$ cat config.mk
export PLATFORM = sky130hd
export DESIGN_NAME = irq_scheduler
export DESIGN_NICKNAME = d
export VERILOG_FILES = /design/src/rtl/irq_scheduler.sv
export SDC_FILE = /design/constraint.sdc
export NUM_CORES = 1
export LEC_CHECK = 0
export CORE_UTILIZATION = 53
export DETAILED_ROUTE_END_ITERATION = 7
export PLACE_DENSITY_LB_ADDON = 0.08
export SLEW_MARGIN = 30
export SYNTH_ARGS = -nofsm -noshare
export SYNTH_HDL_FRONTEND = slang
export SYNTH_SLANG_ARGS = --single-unit
$ cat constraint.sdc
create_clock -name clk -period 3.2 [get_ports clk]
set_clock_uncertainty 0.1 [all_clocks]
set_input_delay 0.64 -clock clk [delete_from_list [all_inputs] [get_ports clk]]
set_output_delay 0.64 -clock clk [all_outputs]
set_load 0.1 [all_outputs]
$ cat src/rtl/irq_scheduler.sv
`default_nettype none
// +--------------------------------------------------------------------------+
// | irq_scheduler: periodic timer + 3 edge sources, masked fixed-priority     |
// | selection and request/service/finish handshake with the CPU datapath.     |
// | Revision: 1.0                                                             |
// +--------------------------------------------------------------------------+
module irq_scheduler #(
  parameter int               TIMER_W  = 16,
  parameter int               VEC_W    = 10,
  parameter logic [VEC_W-1:0] VEC_BASE = 10'h3F0
) (
  input  logic               clk,
  input  logic               reset,
  input  logic [2:0]         ext_irq,
  input  logic               mask_we,
  input  logic [3:0]         mask_in,
  input  logic               timer_we,
  input  logic [TIMER_W-1:0] timer_load,
  input  logic               in_service,
  input  logic               finish,
  output logic               int_req,
  output logic [VEC_W-1:0]   vector,
  output logic [1:0]         active_id,
  output logic [3:0]         pending,
  output logic               busy
);

  typedef enum logic [1:0] {
    S_IDLE    = 2'd0,
    S_REQ     = 2'd1,
    S_SERVICE = 2'd2,
    S_DONE    = 2'd3
  } state_t;

  state_t             r_state;
  state_t             w_state_nxt;
  logic [2:0]         r_ext_prev;
  logic               r_armed;
  logic [3:0]         r_pending;
  logic [3:0]         r_mask;
  logic [TIMER_W-1:0] r_reload;
  logic [TIMER_W-1:0] r_counter;
  logic [1:0]         r_active_id;
  logic [VEC_W-1:0]   r_vector;

  logic [2:0]         w_ext_rise;
  logic               w_tmr_evt;
  logic [3:0]         w_set;
  logic [3:0]         w_clr;
  logic [3:0]         w_sel;
  logic               w_select;
  logic               w_ack;
  logic [1:0]         w_win_id;

  // r_armed suppresses edges on the first cycle after reset, so a source
  // already high at reset release is not mistaken for a new event.
  assign w_ext_rise = r_armed ? (ext_irq & ~r_ext_prev) : 3'b000;
  assign w_tmr_evt  = !timer_we && (r_reload != '0) && (r_counter == TIMER_W'(1));
  assign w_set      = {w_ext_rise, w_tmr_evt};
  assign w_ack      = (r_state == S_REQ) && in_service;
  assign w_clr      = w_ack ? (4'b0001 << r_active_id) : 4'b0000;
  assign w_sel      = r_pending & r_mask;
  assign w_select   = (r_state == S_IDLE) && (w_sel != 4'b0000);

  always_comb begin
    w_win_id = 2'd3;
    if (w_sel[0])      w_win_id = 2'd0;
    else if (w_sel[1]) w_win_id = 2'd1;
    else if (w_sel[2]) w_win_id = 2'd2;
  end

  always_ff @(posedge clk or negedge reset) begin
    if (!reset) begin
      r_ext_prev <= 3'b000;
      r_armed    <= 1'b0;
    end else begin
      r_ext_prev <= ext_irq;
      r_armed    <= 1'b1;
    end
  end

  always_ff @(posedge clk or negedge reset) begin
    if (!reset) begin
      r_reload  <= '0;
      r_counter <= '0;
    end else if (timer_we) begin
      r_reload  <= timer_load;
      r_counter <= timer_load;
    end else if (r_reload != '0) begin
      r_counter <= w_tmr_evt ? r_reload : r_counter - TIMER_W'(1);
    end
  end

  // Set beats clear so an event racing the acknowledge is not lost.
  always_ff @(posedge clk or negedge reset) begin
    if (!reset) begin
      r_pending <= 4'b0000;
      r_mask    <= 4'b0000;
    end else begin
      r_pending <= (r_pending & ~w_clr) | w_set;
      if (mask_we) r_mask <= mask_in;
    end
  end

  always_ff @(posedge clk or negedge reset) begin
    if (!reset) begin
      r_active_id <= 2'd0;
      r_vector    <= VEC_BASE;
    end else if (w_select) begin
      r_active_id <= w_win_id;
      r_vector    <= VEC_BASE + VEC_W'({w_win_id, 2'b00});
    end
  end

  always_ff @(posedge clk or negedge reset) begin
    if (!reset) r_state <= S_IDLE;
    else        r_state <= w_state_nxt;
  end

  always_comb begin
    w_state_nxt = r_state;
    case (r_state)
      S_IDLE:    if (w_select) w_state_nxt = S_REQ;
      S_REQ:     if (in_service) w_state_nxt = S_SERVICE;
      S_SERVICE: if (finish) w_state_nxt = S_DONE;
      S_DONE:    w_state_nxt = S_IDLE;
      default:   w_state_nxt = S_IDLE;
    endcase
  end

  assign int_req   = (r_state == S_REQ);
  assign busy      = (r_state != S_IDLE);
  assign vector    = r_vector;
  assign active_id = r_active_id;
  assign pending   = r_pending;

endmodule
`default_nettype wire
==> impl_metrics.json, run 1 <==
{
  "drive_gt1_share_pct": 15.1,
  "drcViolationCount": 0,
  "synth_cells": 256,
  "wl_per_cell_um": 15.5,
  "synth.yosys.seq_area_share_pct": 46.1,
  "power.total_mw": 2.04,
  "hold_class": "in -> async",
  "grt_pass1_wl_mm": 9.32,
  "path_clk_slew_ns": 0.09,
  "detailroute.via_count": 2045,
  "grt_max_degree": 49,
  "yosysUniqueCellTypes": 48,
  "fin_crit_ns": 2.39,
  "antenna_found_initial": 0,
  "setup_viol": 0,
  "die_w_um": 72.1,
  "gp_congestion": 0.821,
  "numCtsBuffers": 5,
  "synth.avg_cell_area_sq_um": 10.2,
  "areaGrowthSynthToFinish_pct": 17.7,
  "fillCellCount": 405,
  "finalHoldViolCount": 0,
  "multi_input_area_sq_um": 1240,
  "placed_cells": 351,
  "status": "completed",
  "start_util_pct": 55.1,
  "drv_slew": 0,
  "postCtsSetupRepairBufs": 0,
  "antenna_cells": 0,
  "cp_data_arrival_time_ns": 2.48,
  "pin_count": 47,
  "die_area_sq_um": 5200,
  "ff_latch_area_sq_um": 1200,
  "cts_tree": "done",
  "synth.cell_area_sq_um": 2600,
  "clock_latency_ns": 0.30,
  "wirelength_mm": 5.57,
  "cts_htree_levels": 2,
  "max_freq_mhz": 419,
  "crit_type": "reg -> reg",
  "required_ns": 3.29,
  "yosysWarnings": 0,
  "hpwl_mm": 3.96,
  "grt_usage_pct": 23.4,
  "coreArea_sq_um": 4720,
  "cp-start-kind": "register",
  "port_buffers": 38,
  "viasPerCell": 5.70,
  "hold_buffers": 0,
  "maxSlewHeadroom_pct": 60.6,
  "clockBufferDepth": 2,
  "r2r_cells": 5,
  "worstSetupEndpointType": "register",
  "rows": 25,
  "cp_max_fo": 6,
  "drv_cap": 0,
  "final_nets": 326,
  "synth_edf_count": 0,
  "async_reset_ff_share_pct": 100,
  "gr-total-overflow": 0,
  "drt_iter0_drc": 124,
  "die_h_um": 72.1,
  "final_cell_mix": "dfrtp_1, clkdlybuf4s50_1, nand2_1, inv_1, mux2_2",
  "numClockSinks": 48,
  "grt_pass1_vias": 1906,
  "post_cts_resized": 0,
  "synth_seq_cells": 48,
  "power.leakage_nw": 1.31,
  "cts-root-buf": "clkbuf_8",
  "final_common_cell": "dfrtp_1",
  "ys.flop_type": "dfrtp_1",
  "postRouteAntennaNets": 0,
  "peakVddDrop_uv": 639,
  "rsz0062_at_grt": "false",
  "drtPass1Iterations": 4,
  "tns_ns": 0,
  "fin_crit_sh_pct": 74.5,
  "cellPowerDensity_nw_per_um2": 667,
  "tightestPinTransition_ns": 0.586,
  "finalNonFillerCells": 359
}
[cell families after synthesis]
family | share of synthesized area [%]
and+or+nand+nor | 15.7
AOI/OAI and AO/OA | 17.4
DFF | 46.1
buffers and inverters | 7.40
muxes | 8.51
adders and majority gates | 2.88
xor gates and xnor gates | 1.68
other | 0.288
[worst paths after layout]
| check | from | to | slack, ns |
|---|---|---|---|
| max in group asynchronous | reset | r_counter[13] | 2.36 |
| hold reg to reg | r_ext_prev[1] | pending[2] | 0.33 |
| setup reg to reg | r_counter[4] | r_counter[15] | 0.81 |
| setup / recovery | r_counter[4] | r_counter[15] | 0.81 |
| hold / removal | reset | r_reload[3] | 0.23 |
| min in group clk | r_ext_prev[1] | pending[2] | 0.33 |
[synthesized netlist by cell type (2+ instances only)]
library cell	count	area share, %
dfrtp_1	48	46
nand2_1	19	2.7
inv_1	18	2.6
mux2_2	17	7.4
a21oi_1	16	3.1
buf_4	10	2.9
o21ai_0	10	1.9
clkbuf_1	9	1.3
nor2_1	9	1.3
a2bb2oi_1	7	2.4
nor3_1	7	1.3
nor4_1	7	1.7
o211ai_1	7	2.0
ha_1	6	2.9
or4_1	5	1.4
a22oi_1	4	1.2
and4_1	4	1.3
nand3_1	4	0.77
a32oi_1	3	1.0
mux2i_1	3	1.2
nand4_1	3	0.72
o21a_1	3	0.86
xnor2_1	3	1.0
a221oi_1	2	0.67
a31oi_1	2	0.48
and3_1	2	0.48
conb_1	2	0.29
nor3b_1	2	0.58
o21ai_1	2	0.38
o31ai_1	2	0.58
or3_1	2	0.48
xor2_1	2	0.67
[cell type report]
cell class	count	share of cell area, %
Clock buffer	7	2.82
Multi-Input combinational cell	176	40.3
Inverter	18	2.20
Tap cell	67	2.73
Timing Repair Buffer	42	12.5
Clock inverter	1	0.245
Sequential cell	48	39.2
[sequential cells by signal, summed over array words and instances, names as in the netlist]
register	count
r_armed	1
r_ext_prev	3
pending	4
r_reload	16
r_state	2
vector	2
r_counter	16
r_mask	4
[report_power, final]
| part | internal [mW] | switching (mW) |
|---|---|---|
| Sequential | 0.697 | 0.104 |
| Combinational | 0.234 | 0.632 |
| Clock | 0.176 | 0.202 |
| Total | 1.11 | 0.937 |
[routing by layer]
| metal | GRT usage (%) | routed length, um |
|---|---|---|
| met4 | 10.0 | 110 |
| met5 | 0 | 0 |
| met3 | 4.17 | 305 |
| met1 | 34.3 | 2750 |
| met2 | 34.3 | 2410 |
[per-stage QoR]
step           hold WS (ns)  util (%)  setup WS [ns]  instance area (sq um)
6_report              0.234      64.9          0.815                   3070
5_1_grt               0.280      64.9          0.713                   3070
4_1_cts               0.253      64.9          0.802                   3070
3_5_place_dp          0.325      62.9          0.615                   2970
3_3_place_gp          0.317      62.9          0.644                   2970
2_1_floorplan         0.244         -          0.967                   2630
[worst max-delay path, cell delays in order, from the launching register on]
cell and delay (ns):
dfrtp_1 0.44, or4_1 0.75, nor4_4 0.44, nand3_1 0.14, mux2i_1 0.15, a221o_1 0.25
(Power assumes the default switching activity.)
==> run 2: changes to the inputs <==
--- a/config.mk
+++ b/config.mk
@@ -5,7 +5,7 @@
 export SDC_FILE = /design/constraint.sdc
 export NUM_CORES = 1
 export LEC_CHECK = 0
-export CORE_UTILIZATION = 53
+export CORE_UTILIZATION = 47
 export DETAILED_ROUTE_END_ITERATION = 7
 export PLACE_DENSITY_LB_ADDON = 0.08
 export SLEW_MARGIN = 30
==> constraint.sdc (replaced) <==
create_clock -name clk -period 2.15 [get_ports clk]
set_clock_uncertainty 0.1 [all_clocks]
set_input_delay 0.43 -clock clk [delete_from_list [all_inputs] [get_ports clk]]
set_output_delay 0.43 -clock clk [all_outputs]
set_load 0.1 [all_outputs]
==> run 2 against run 1 <==
  * Flip-flop and latch count unchanged
  * Final cell count increased by 8.6%
  * Register-to-register slack got worse by 0.80 ns
  * Clock power grew 110%
  * Critical path depth grew 1
  * Hold slack improved by 0.092 ns
  * Global-route usage down 1.1 points
  * Utilization increased by 1.1 points
  * First-iteration DRC count down 2.4%
  * Die area rose by 12%
  * Sequential power up 50%
  * Combinational power grew 74%
  * Highest routed layer unchanged
==> impl_metrics.json, run 2 (synthesis results as in run 1) <==
{
  "hpwl_mm": 4.47,
  "fillCellCount": 426,
  "grt_usage_pct": 22.3,
  "power.leakage_nw": 1.51,
  "power.total_mw": 3.50,
  "setup_viol": 0,
  "holdWs_ns": 0.327,
  "drt_iter0_drc": 121,
  "pin_count": 47,
  "rsz0062_at_grt": "true",
  "finalHoldViolCount": 0,
  "finalNonFillerCells": 390,
  "final_cell_area_sq_um": 3440,
  "peakVddDrop_uv": 842,
  "required_ns": 2.28,
  "tightestPinTransition_ns": 0.488,
  "areaGrowthSynthToFinish_pct": 32.0,
  "viasPerCell": 5.56,
  "p_clk_share_pct": 22.5,
  "p_sw_share_pct": 41.9,
  "cts-root-buf": "clkbuf_8",
  "seq_power_share_pct": 34.2,
  "cellPowerDensity_nw_per_um2": 1020,
  "fin_crit_sh_pct": 99.4,
  "placed_cells": 378,
  "cpMaxStageDelayCell": "or4_1",
  "cp_data_arrival_time_ns": 2.26,
  "path_cells": "ha_1 > nor3b_1 > and3_1 > buf_4 > or4_1 > a221oi_2",
  "antenna_cells": 0,
  "largestRegisters": "r_counter: 16 flops, r_reload: 16 flops",
  "postRouteAntennaNets": 0,
  "hold_class": "reg -> reg",
  "antenna_found_initial": 0,
  "crit_type": "reg -> reg",
  "fin_crit_ns": 2.14,
  "numClockSinks": 48,
  "final_common_cell": "dfrtp_1",
  "cp_max_fo": 6,
  "final_core_util_pct": 66.0,
  "p_switching_mw": 1.46,
  "status": "completed",
  "grt_pass1_wl_mm": 10.3,
  "multi_input_area_sq_um": 1260,
  "cts_tree": "done",
  "clockBufferDepth": 2,
  "path_clk_slew_ns": 0.10,
  "final_nets": 354,
  "slowest_delay_ns": 0.53,
  "dpl-instance-area_sq_um": 3240,
  "cp-start-kind": "register",
  "die_h_um": 76.4,
  "grt_pass1_vias": 2147,
  "wl_per_cell_um": 15.4,
  "maxSlewHeadroom_pct": 67.2,
  "numCtsBuffers": 5,
  "port_buffers": 38,
  "grt_max_degree": 31,
  "drcViolationCount": 0,
  "combPwrFrac_pct": 43.3,
  "clock_latency_ns": 0.31,
  "detailroute.via_count": 2168,
  "wirelength_mm": 6.00,
  "drive_gt1_share_pct": 24.4,
  "worstSetupEndpointType": "register",
  "internal_power_mw": 2.03,
  "drv_cap": 0,
  "gp_congestion": 0.899,
  "start_util_pct": 50.0,
  "die_area_sq_um": 5840,
  "max_freq_mhz": 468,
  "die_w_um": 76.4,
  "cts_htree_levels": 2,
  "coreArea_sq_um": 5200,
  "rows": 26,
  "gr-total-overflow": 0,
  "drv_slew": 0,
  "final_cell_mix": "dfrtp_1, buf_4, clkdlybuf4s50_1, nand2_1, inv_1",
  "ff_latch_area_sq_um": 1200,
  "drtPass1Iterations": 4
}
[run 2: cell count changes in the layout (fill, tap and decap cells not counted), moves of 2 or more]
cell       change
or4_1          -2
bufinv_16      +2
buf_4         +18
or4_4          +2
buf_12         +7
[run 2: worst paths after layout]
check                               from  slack, ns             to  cells after the start
max                         r_counter[0]       0.01  r_counter[12]                      6
min in group asynchronous          reset       0.50   r_counter[6]                      2
max in group asynchronous          reset       0.92   r_counter[0]                      3
min                        r_ext_prev[1]       0.33     pending[2]                      1
min reg2reg                r_ext_prev[1]       0.33     pending[2]                      1
max reg2reg                 r_counter[0]       0.01  r_counter[12]                      6
[run 2: layer usage]
layer	share of wire, %	track usage, %	wire, um
met5	0	0	0
met1	49	30.3	2940
met2	46	36.4	2780
met4	1.1	6.15	63
met3	3.6	4.07	213
[run 2: worst max-delay path: cells and delay by family, from the launching register on]
kind            cells  cell delay (ns)
compound gates      1             0.24
fa+ha+maj           1             0.26
buf+inv             1             0.13
flops               1             0.45
simple gates        3             0.89
[run 2: repair_timing]
action,in CTS,in global routing
endpoints found under the setup margin,0,13
resized for setup,0,7
hold endpoints to repair,18,0
hold buffers,1,0
buffers inserted,0,3
[run 2: per-stage QoR]
stage | TNS [ns] | setup slack (ns)
after global routing | -0.0392 | -0.0365
after detailed placement | -1.74 | -0.175
after floorplan | 0 | 0.0350
after global placement | -1.05 | -0.107
after CTS | 0 | 0.0105
final | 0 | 0.0136
[run 2: cell type report]
cell class                      instances  area share [%]
Clock buffer                            5            2.00
Clock inverter                          3            2.00
Inverter                               18            1.97
Multi-Input combinational cell        176            36.6
Sequential cell                        48            35.0
Tap cell                               70            2.55
Timing Repair Buffer                   70            19.9
[run 2: power by group through the flow]
stage | Clock [mW] | Sequential (mW) | Combinational (mW)
after detailed placement | 0 | 1.21 | 1.51
after floorplan | 0 | 1.47 | 0.751
after CTS | 0.811 | 1.19 | 1.51
after global placement | 0 | 1.21 | 1.49
after global routing | 0.851 | 1.22 | 1.60
final | 0.787 | 1.20 | 1.51
==> run 3: changes to the inputs <==
--- a/config.mk
+++ b/config.mk
@@ -5,7 +5,8 @@
 export SDC_FILE = /design/constraint.sdc
 export NUM_CORES = 1
 export LEC_CHECK = 0
-export CORE_UTILIZATION = 47
+export ABC_AREA = 1
+export CORE_UTILIZATION = 49
 export DETAILED_ROUTE_END_ITERATION = 7
 export PLACE_DENSITY_LB_ADDON = 0.08
 export SLEW_MARGIN = 30
==> run 3 against run 2 <==
  * The flow now finishes with violations (hold timing)
  * Global-route usage up 1.6 points
  * Final cell count rose by 32%
  * Clock power down 10%
  * First-iteration DRC count is 28% higher
  * Design area grew 1.1%
  * Via count increased by 18%
  * Highest routed layer unchanged
  * Largest cell class unchanged
  * Area after synthesis rose by 12%
  * Register-to-register slack improved by 0.26 ns
  * Critical path depth up 1
==> impl_metrics.json, run 3 <==
{
  "status": "finished with violations",
  "violations": "hold timing",
  "grt_max_degree": 27,
  "final_cell_mix": "nand2_1, dfrtp_1, nor2_1, inv_1, clkdlybuf4s50_1",
  "setup_viol": 0,
  "die_h_um": 79,
  "finalHoldViolCount": 11,
  "r2r_cells": 7,
  "startpoint": "r_reload[15]",
  "clockBufferDepth": 2,
  "drv_cap": 0,
  "numClockSinks": 48,
  "wl_per_cell_um": 12.7,
  "drcViolationCount": 0,
  "synth_cells": 398,
  "peakVddDrop_uv": 1210,
  "rsz0062_at_grt": "false",
  "die_area_sq_um": 6240,
  "reg2reg_to": "r_counter[10]",
  "gr-total-overflow": 0,
  "maxSlewHeadroom_pct": 63.9,
  "cellPowerDensity_nw_per_um2": 976,
  "pin_count": 47,
  "internal_power_mw": 1.83,
  "cts-root-buf": "clkbuf_8",
  "drive_gt1_share_pct": 12.2,
  "grt_pass1_vias": 2521,
  "detailroute.via_count": 2566,
  "drt_iter0_drc": 155,
  "p_sw_share_pct": 45.9,
  "power.total_mw": 3.39,
  "coreArea_sq_um": 5610,
  "wirelength_mm": 6.52,
  "clock_latency_ns": 0.30,
  "p_switching_mw": 1.56,
  "die_w_um": 79,
  "yosysMostFrequentCell": "nand2_1",
  "grt_pass1_wl_mm": 11.6,
  "antenna_cells": 0,
  "fin_crit_sh_pct": 87.3,
  "cp_max_fo": 16,
  "tns_ns": 0,
  "path_clk_slew_ns": 0.09,
  "hold_class": "in -> async",
  "combPwrFrac_pct": 44.5,
  "synth_top_area_share_pct": 41.3,
  "synth.yosys.seq_area_share_pct": 41.3,
  "worstSetupEndpointType": "register",
  "numCtsBuffers": 5,
  "required_ns": 2.29,
  "final_common_cell": "nand2_1",
  "r2r_slack_ns": 0.27,
  "r2r-start": "r_reload[15]",
  "postRouteAntennaNets": 0,
  "drtPass1Iterations": 4,
  "synth_seq_cells": 48,
  "seq_power_share_pct": 34.7,
  "p_clk_share_pct": 20.8,
  "viasPerCell": 5.00,
  "synthTopCellsByCount": "nand2_1, dfrtp_1, nor2_1",
  "largestRegisters": "r_counter: 16 flops, r_reload: 16 flops",
  "hpwl_mm": 5.02,
  "port_buffers": 38,
  "gp_congestion": 0.895,
  "postCtsSetupRepairBufs": 0,
  "crit_type": "reg -> reg",
  "cp-endpoint": "r_counter[10]",
  "hold_buffers": 0,
  "start_util_pct": 51.8,
  "fin_crit_ns": 1.88,
  "cts_htree_levels": 2,
  "synth_edf_count": 0,
  "areaGrowthSynthToFinish_pct": 19.6,
  "synth.avg_cell_area_sq_um": 7.30,
  "holdWs_ns": -0.00270,
  "cts_tree": "done",
  "final_nets": 475,
  "rows": 27,
  "synth_area_leaders": "dfrtp_1, nand2_1, nor2_1, inv_1, nand3_1",
  "cp_data_arrival_time_ns": 2.01,
  "cp-start-kind": "register",
  "yosysUniqueCellTypes": 35,
  "power.leakage_nw": 1.81,
  "final_core_util_pct": 62.0,
  "synth.cell_area_sq_um": 2910,
  "post_cts_resized": 0,
  "tightestPinTransition_ns": 0.542,
  "drv_slew": 0,
  "max_freq_mhz": 533,
  "grt_usage_pct": 23.9,
  "async_reset_ff_share_pct": 100,
  "fillCellCount": 541,
  "yosysWarnings": 0,
  "antenna_found_initial": 0,
  "synth.largest_area_cell": "dfrtp_1",
  "ys.flop_type": "dfrtp_1"
}
## run 3: worst max-delay path, stage by stage, from the launching register on
cell,delay [ns]
dfrtp_1,0.38
nor2_1,0.11
nand2_1,0.07
nor2_1,0.19
nand2_1,0.31
nand3_4,0.32
nand4_1,0.16
a21oi_1,0.17
## run 3: final cells by class
type | instances | area [sq um] | area share [%]
clock inverter | 2 | 38.8 | 1.12
timing repair buffer | 47 | 455 | 13.1
multi-input combinational | 288 | 1420 | 40.8
clock buffer | 6 | 82.6 | 2.38
tap | 72 | 90.1 | 2.59
sequential | 48 | 1200 | 34.6
inverter | 50 | 189 | 5.44
## run 3: metrics by stage
stage / area, sq um / instances / setup WS, ns
2_1_floorplan: 2930 / 405 / 0.127
3_3_place_gp: 3350 / 505 / 0.0879
3_5_place_dp: 3350 / 505 / 0.0770
4_1_cts: 3480 / 513 / 0.275
5_1_grt: 3480 / 513 / 0.0929
6_report: 3480 / 513 / 0.274
## run 3: worst min path at each step
stage,start,cells past startpoint,endpoint
after global routing,reset,1,r_mask[3]
after CTS,reset,1,r_counter[10]
after global placement,r_ext_prev[1],1,pending[2]
after floorplan,reset,0,pending[0]
final,reset,1,r_mask[3]
after detailed placement,r_ext_prev[1],1,pending[2]
## run 3: power by group through the flow
| stage | Clock (mW) | Combinational [mW] | Sequential [mW] |
|---|---|---|---|
| 2_1_floorplan | 0 | 0.835 | 1.50 |
| 3_3_place_gp | 0 | 1.50 | 1.19 |
| 3_5_place_dp | 0 | 1.51 | 1.20 |
| 4_1_cts | 0.719 | 1.52 | 1.18 |
| 5_1_grt | 0.750 | 1.63 | 1.20 |
| 6_report | 0.705 | 1.51 | 1.18 |
## run 3: per-layer routing
metal | global-route usage [%] | part of all wire (%)
met1 | 31.8 | 47
met2 | 39.6 | 47
met5 | 0 | 0
met4 | 7.09 | 1.5
met3 | 4.37 | 3.7
## run 3: cell families (layout without fill, tap and decap cells)
kind of cell,count (synthesis),count (layout),share of synthesized area [%]
AO/OA/AOI/OAI,36,36,6.89
XOR/XNOR,7,7,2.11
adder cells (fa/ha/maj),6,6,2.58
buffers and inverters,69,105,10.7
flip-flops,48,48,41.3
multiplexers,2,2,0.775
other,2,9,0.258
AND/OR/NAND/NOR,228,228,35.3
